===== src/rtl/sine_table_loader.sv =====
// Boot-time loader for the sine quarter-wave table: streams host words into the
// table RAM write port in ascending address order, tracking checksum and format errors.
module sine_table_loader #(
    parameter int unsigned ADDR_WIDTH = 14,
    parameter int unsigned DATA_WIDTH = 15
) (
    input  logic                  i_Clock,
    input  logic                  i_Reset_n,
    input  logic                  i_Start,
    input  logic                  i_Valid,
    input  logic [15:0]           i_Data,
    output logic                  o_Ready,
    output logic                  o_WriteEnable,
    output logic [ADDR_WIDTH-1:0] o_WriteAddress,
    output logic [DATA_WIDTH-1:0] o_WriteData,
    output logic                  o_Loading,
    output logic                  o_Done,
    output logic                  o_Error,
    output logic [15:0]           o_Checksum
);

    localparam int unsigned CHECKSUM_WIDTH = 16;
    localparam logic [ADDR_WIDTH-1:0] LAST_ADDR = '1;

    typedef enum logic [1:0] {
        IDLE  = 2'd0,
        LOAD  = 2'd1,
        DONE  = 2'd2,
        ERROR = 2'd3
    } loaderState_t;

    loaderState_t state;
    loaderState_t nextState;

    logic [ADDR_WIDTH-1:0] counter;
    logic                  goodBeat;
    logic                  badBeat;

    // State register
    always_ff @(posedge i_Clock or negedge i_Reset_n) begin
        if (!i_Reset_n) begin
            state <= IDLE;
        end else begin
            state <= nextState;
        end
    end

    // Next-state decode; i_Start outranks any beat presented in the same cycle
    always_comb begin
        nextState = state;
        goodBeat  = 1'b0;
        badBeat   = 1'b0;
        case (state)
            IDLE, DONE, ERROR: begin
                if (i_Start) begin
                    nextState = LOAD;
                end
            end
            LOAD: begin
                if (!i_Start && i_Valid) begin
                    if (i_Data[15]) begin
                        badBeat   = 1'b1;
                        nextState = ERROR;
                    end else begin
                        goodBeat = 1'b1;
                        if (counter == LAST_ADDR) begin
                            nextState = DONE;
                        end
                    end
                end
            end
            default: nextState = IDLE;
        endcase
    end

    // Status flags registered from the next state so they track the state register exactly
    always_ff @(posedge i_Clock or negedge i_Reset_n) begin
        if (!i_Reset_n) begin
            o_Ready   <= 1'b0;
            o_Loading <= 1'b0;
            o_Done    <= 1'b0;
            o_Error   <= 1'b0;
        end else begin
            o_Ready   <= (nextState == LOAD);
            o_Loading <= (nextState == LOAD);
            o_Done    <= (nextState == DONE);
            o_Error   <= (nextState == ERROR);
        end
    end

    // Write port, address counter and running checksum
    always_ff @(posedge i_Clock or negedge i_Reset_n) begin
        if (!i_Reset_n) begin
            o_WriteEnable  <= 1'b0;
            o_WriteAddress <= '0;
            o_WriteData    <= '0;
            o_Checksum     <= '0;
            counter        <= '0;
        end else begin
            o_WriteEnable <= 1'b0;
            if (i_Start) begin
                counter    <= '0;
                o_Checksum <= '0;
            end else if (goodBeat) begin
                o_WriteEnable  <= 1'b1;
                o_WriteAddress <= counter;
                o_WriteData    <= i_Data[DATA_WIDTH-1:0];
                o_Checksum     <= o_Checksum + CHECKSUM_WIDTH'(i_Data[DATA_WIDTH-1:0]);
                // Park on the last address instead of wrapping into a second pass
                if (counter != LAST_ADDR) begin
                    counter <= counter + ADDR_WIDTH'(1);
                end
            end
        end
    end

    // A malformed word is dropped; counter holds so the failing address stays visible
    logic unusedBadBeat;
    assign unusedBadBeat = badBeat;

endmodule


===== config.mk =====
export PLATFORM = sky130hd
export DESIGN_NAME = sine_table_loader
export DESIGN_NICKNAME = d
export VERILOG_FILES = /design/src/rtl/sine_table_loader.sv
export SDC_FILE = /design/constraint.sdc
export NUM_CORES = 1
export LEC_CHECK = 0
export ABC_AREA = 1
export BUFFER_PORTS_ARGS = -buffer_cell sky130_fd_sc_hd__buf_4
export CAP_MARGIN = 5
export CORE_MARGIN = 10
export CORE_UTILIZATION = 45
export DETAILED_ROUTE_END_ITERATION = 12
export GPL_ROUTABILITY_DRIVEN = 0
export PLACE_DENSITY = 0.77
export REMOVE_ABC_BUFFERS = 1
export SYNTH_ARGS = -nofsm -noshare
export SYNTH_HDL_FRONTEND = slang
export SYNTH_SLANG_ARGS = --single-unit
export TNS_END_PERCENT = 100

===== constraint.sdc =====
create_clock -name i_Clock -period 2.05 [get_ports i_Clock]
set_input_delay 0.205 -clock i_Clock [delete_from_list [all_inputs] [get_ports i_Clock]]
set_output_delay 0.205 -clock i_Clock [all_outputs]
set_load 0.02 [all_outputs]

==> out/qor.csv <==
metric;value;unit
CTS clock-pin slew for the worst setup and hold paths;0.07;ns
RSZ-0062 raised after global routing;no;
Final nets;592;
final hold vios;0;
post_cts resized;0;
final cycle utilization of the critical path;89.00;%
Detail Placement HPWL;6637;microns
GR Util met2;24.33;%
Peak VDD IR;0.0003332;V
Synth Area in XOR/XNOR;1.182;%
total grt overflow;0;
grt peak-use layer;met2;
Fmax;548.1;MHz
Min-Delay Path Class;in2reg;
vias in the first global route;3391;
Die ar.;12260;sq um
CTS H-tree depth;3;
PwrDens;735.2;nW/um^2
routed len/inst;13.86;microns
Post-Synth Simple-Gate Area;32.40;%
largest family of logic cells by synthesized area;simple AND/OR/NAND/NOR gates;
Worst Clk Skew;0.005857;ns
post-synthesis cell count;482;
commonest register cell after synthesis;dfrtp_1;
sequential area share after synthesis;43.92;%
Worst Setup Path Type;reg2reg;
post-synthesis instance area;3704;sq um
Core ar.;8093;sq um
# IOs;70;
post-synthesis mux area share;0;%
GRT Overall Usage;15.11;%
Seq cells post-synth;65;
Slew Limit Headroom;46.41;%
Tmin final;1.824;ns
max-cap check violation count;0;
worst-margin pin slew;0.8038;ns
most common cell after layout, fill and taps aside;nand2_1;
Final setup viols;0;
clk buf depth;2;
final WL;9202;microns
largest net degree at the start of global routing;66;
I/O Buffers;69;
first-pass GRT wire length;15820;microns
Worst Path Max Fanout;4;
CTS buffer count;9;
TritonRoute pass-1 iters;4;
crit path DAT;2.06;ns
Mapped Avg Cell Area;7.684;sq um
Yosys warnings;0;
P_leak;2.425;nW
Worst setup SP type;flip-flop;
Post-Synth Adder-Cell Area;5.946;%
Antenna Nets Post-Route;0;
Initial Utilization;45.76;%
drt first-iter violations;206;
Area Overhead vs Synth;21.15;%
Vias;3367;
Std-Cell Rows;33;
initial antenna violation count;0;
share of flip-flops with an asynchronous set or reset;100.0;%
GR Util met3;5.249;%
Post-Layout Cell Count;664;
Final Max Tran Viols;0;
number of post-CTS setup repair buffers;0;
outcome;finished clean;
Clock Sinks;65;
Post-route DRC;0;
die height;110.7;microns
most frequent cells in the layout;nand2_1 (183), buf_4 (73), dfrtp_1 (65);
CTS tree;yes;
EDFF count, synth;0;
GR Util met1;18.21;%
Root Buffer;clkbuf_8;
nature of the critical path endpoint;flip-flop;
Worst-Skew Late Latency;0.34;ns
DIE WIDTH;110.7;microns
Total Neg Setup Slack;0;ns
share of cells above drive strength 1;21.47;%
required time of the critical path;2.29;ns
count of different cell masters after synthesis;32;
Vias/cell;5.071;
placed cells;648;
compound-gate portion of the synthesized area;8.412;%
Inserted Diodes;0;
-- synth_stat cells, types with 2 or more instances --
cell type / number / area [sq um]
nor2_1: 21 / 78.83
nor3_2: 2 / 20.02
o21ai_2: 8 / 70.07
buf_2: 3 / 15.01
clkbuf_1: 2 / 7.510
and2_1: 3 / 18.77
nand4_1: 7 / 43.79
dfrtp_1: 65 / 1627
xor2_1: 5 / 43.79
buf_4: 2 / 15.01
ha_1: 16 / 200.2
inv_1: 49 / 183.9
nand2_4: 2 / 22.52
nor3_1: 5 / 25.02
nand3b_1: 5 / 37.54
o21ai_1: 9 / 45.04
inv_2: 4 / 15.01
a21oi_1: 15 / 75.07
nand2_1: 183 / 686.9
buf_6: 4 / 45.04
nand2_2: 12 / 75.07
o21ai_0: 20 / 100.1
nand3_1: 29 / 145.1
or2_2: 2 / 12.51
nor2_2: 2 / 12.51
-- routing by layer --
metal  up-vias  share of wire (%)
li1       1685                  -
met1      1563                 44
met2        98                 48
met3        21                6.2
met4         0                1.9
met5         -                  0
-- registers in the layout, indices dropped and copies added, names as in the netlist --
| signal | count |
|---|---|
| o_Checksum | 16 |
| o_WriteData | 15 |
| counter | 14 |
| o_WriteAddress | 14 |
| state | 2 |
| o_Done | 1 |
| o_Error | 1 |
| o_Loading | 1 |
| o_WriteEnable | 1 |
-- through the flow --
step | power [mW] | area (sq um) | hold slack, ns | utilization [%] | setup slack [ns]
CTS | 3.336 | 4487 | 0.05849 | 55.44 | 0.2506
detailed placement | 2.198 | 4280 | 0.3602 | 52.89 | 0.2860
global placement | 2.184 | 4280 | 0.3562 | 52.89 | 0.3472
finish | 3.299 | 4487 | 0.06760 | 55.44 | 0.2256
global route | 3.484 | 4487 | 0.04224 | 55.44 | 0.06182
floorplan | 1.882 | 3601 | -0.09059 | - | 0.2897
-- cell type report --
type,instances,area [sq um]
Clock buffer,13,158.9
Clock inverter,2,37.54
Fill cell,767,3606
Inverter,53,198.9
Multi-Input combinational cell,352,1775
Sequential cell,65,1627
Tap cell,105,131.4
Timing Repair Buffer,74,558.0
-- critical path: stages (launching register included) --
cell,delay (ns)
dfrtp_1,0.38
ha_1,0.18
inv_1,0.06
fa_1,0.39
inv_1,0.10
nand3_1,0.08
nand3_1,0.14
nand3_1,0.12
nand3_1,0.10
nand2_1,0.05
nand3_1,0.06
nand2_1,0.05
-- kinds of logic after synthesis --
group / Yosys count
simple gates: 275
buf+inv: 65
flops: 65
compound gates: 55
fa+ha+maj: 17
xor+xnor: 5
-- what timing repair did --
action,4_1_cts,5_1_grt
endpoints found under the setup margin,0,0
hold buffers,1,0
endpoints found under the hold margin,65,0
-- path summary, 6_finish.rpt --
path	start	endpoint	slack, ns	depth (start not counted)
hold reg to reg	o_WriteData[11]	o_WriteData[11]	0.48	2
hold / removal	i_Data[0]	o_WriteData[0]	0.07	3
setup / recovery	o_Checksum[0]	o_Checksum[12]	0.23	11
setup reg to reg	o_Checksum[0]	o_Checksum[12]	0.23	11
max in group asynchronous	i_Reset_n	o_WriteData[11]	1.03	2
min in group asynchronous	i_Reset_n	counter[10]	0.50	2
-- where the power goes --
part,internal [mW],switching (mW),total [mW]
Combinational,0.278,0.455,0.732
Sequential,1.38,0.0632,1.44
Clock,0.623,0.499,1.12
Power figures use the tool's default switching activity.
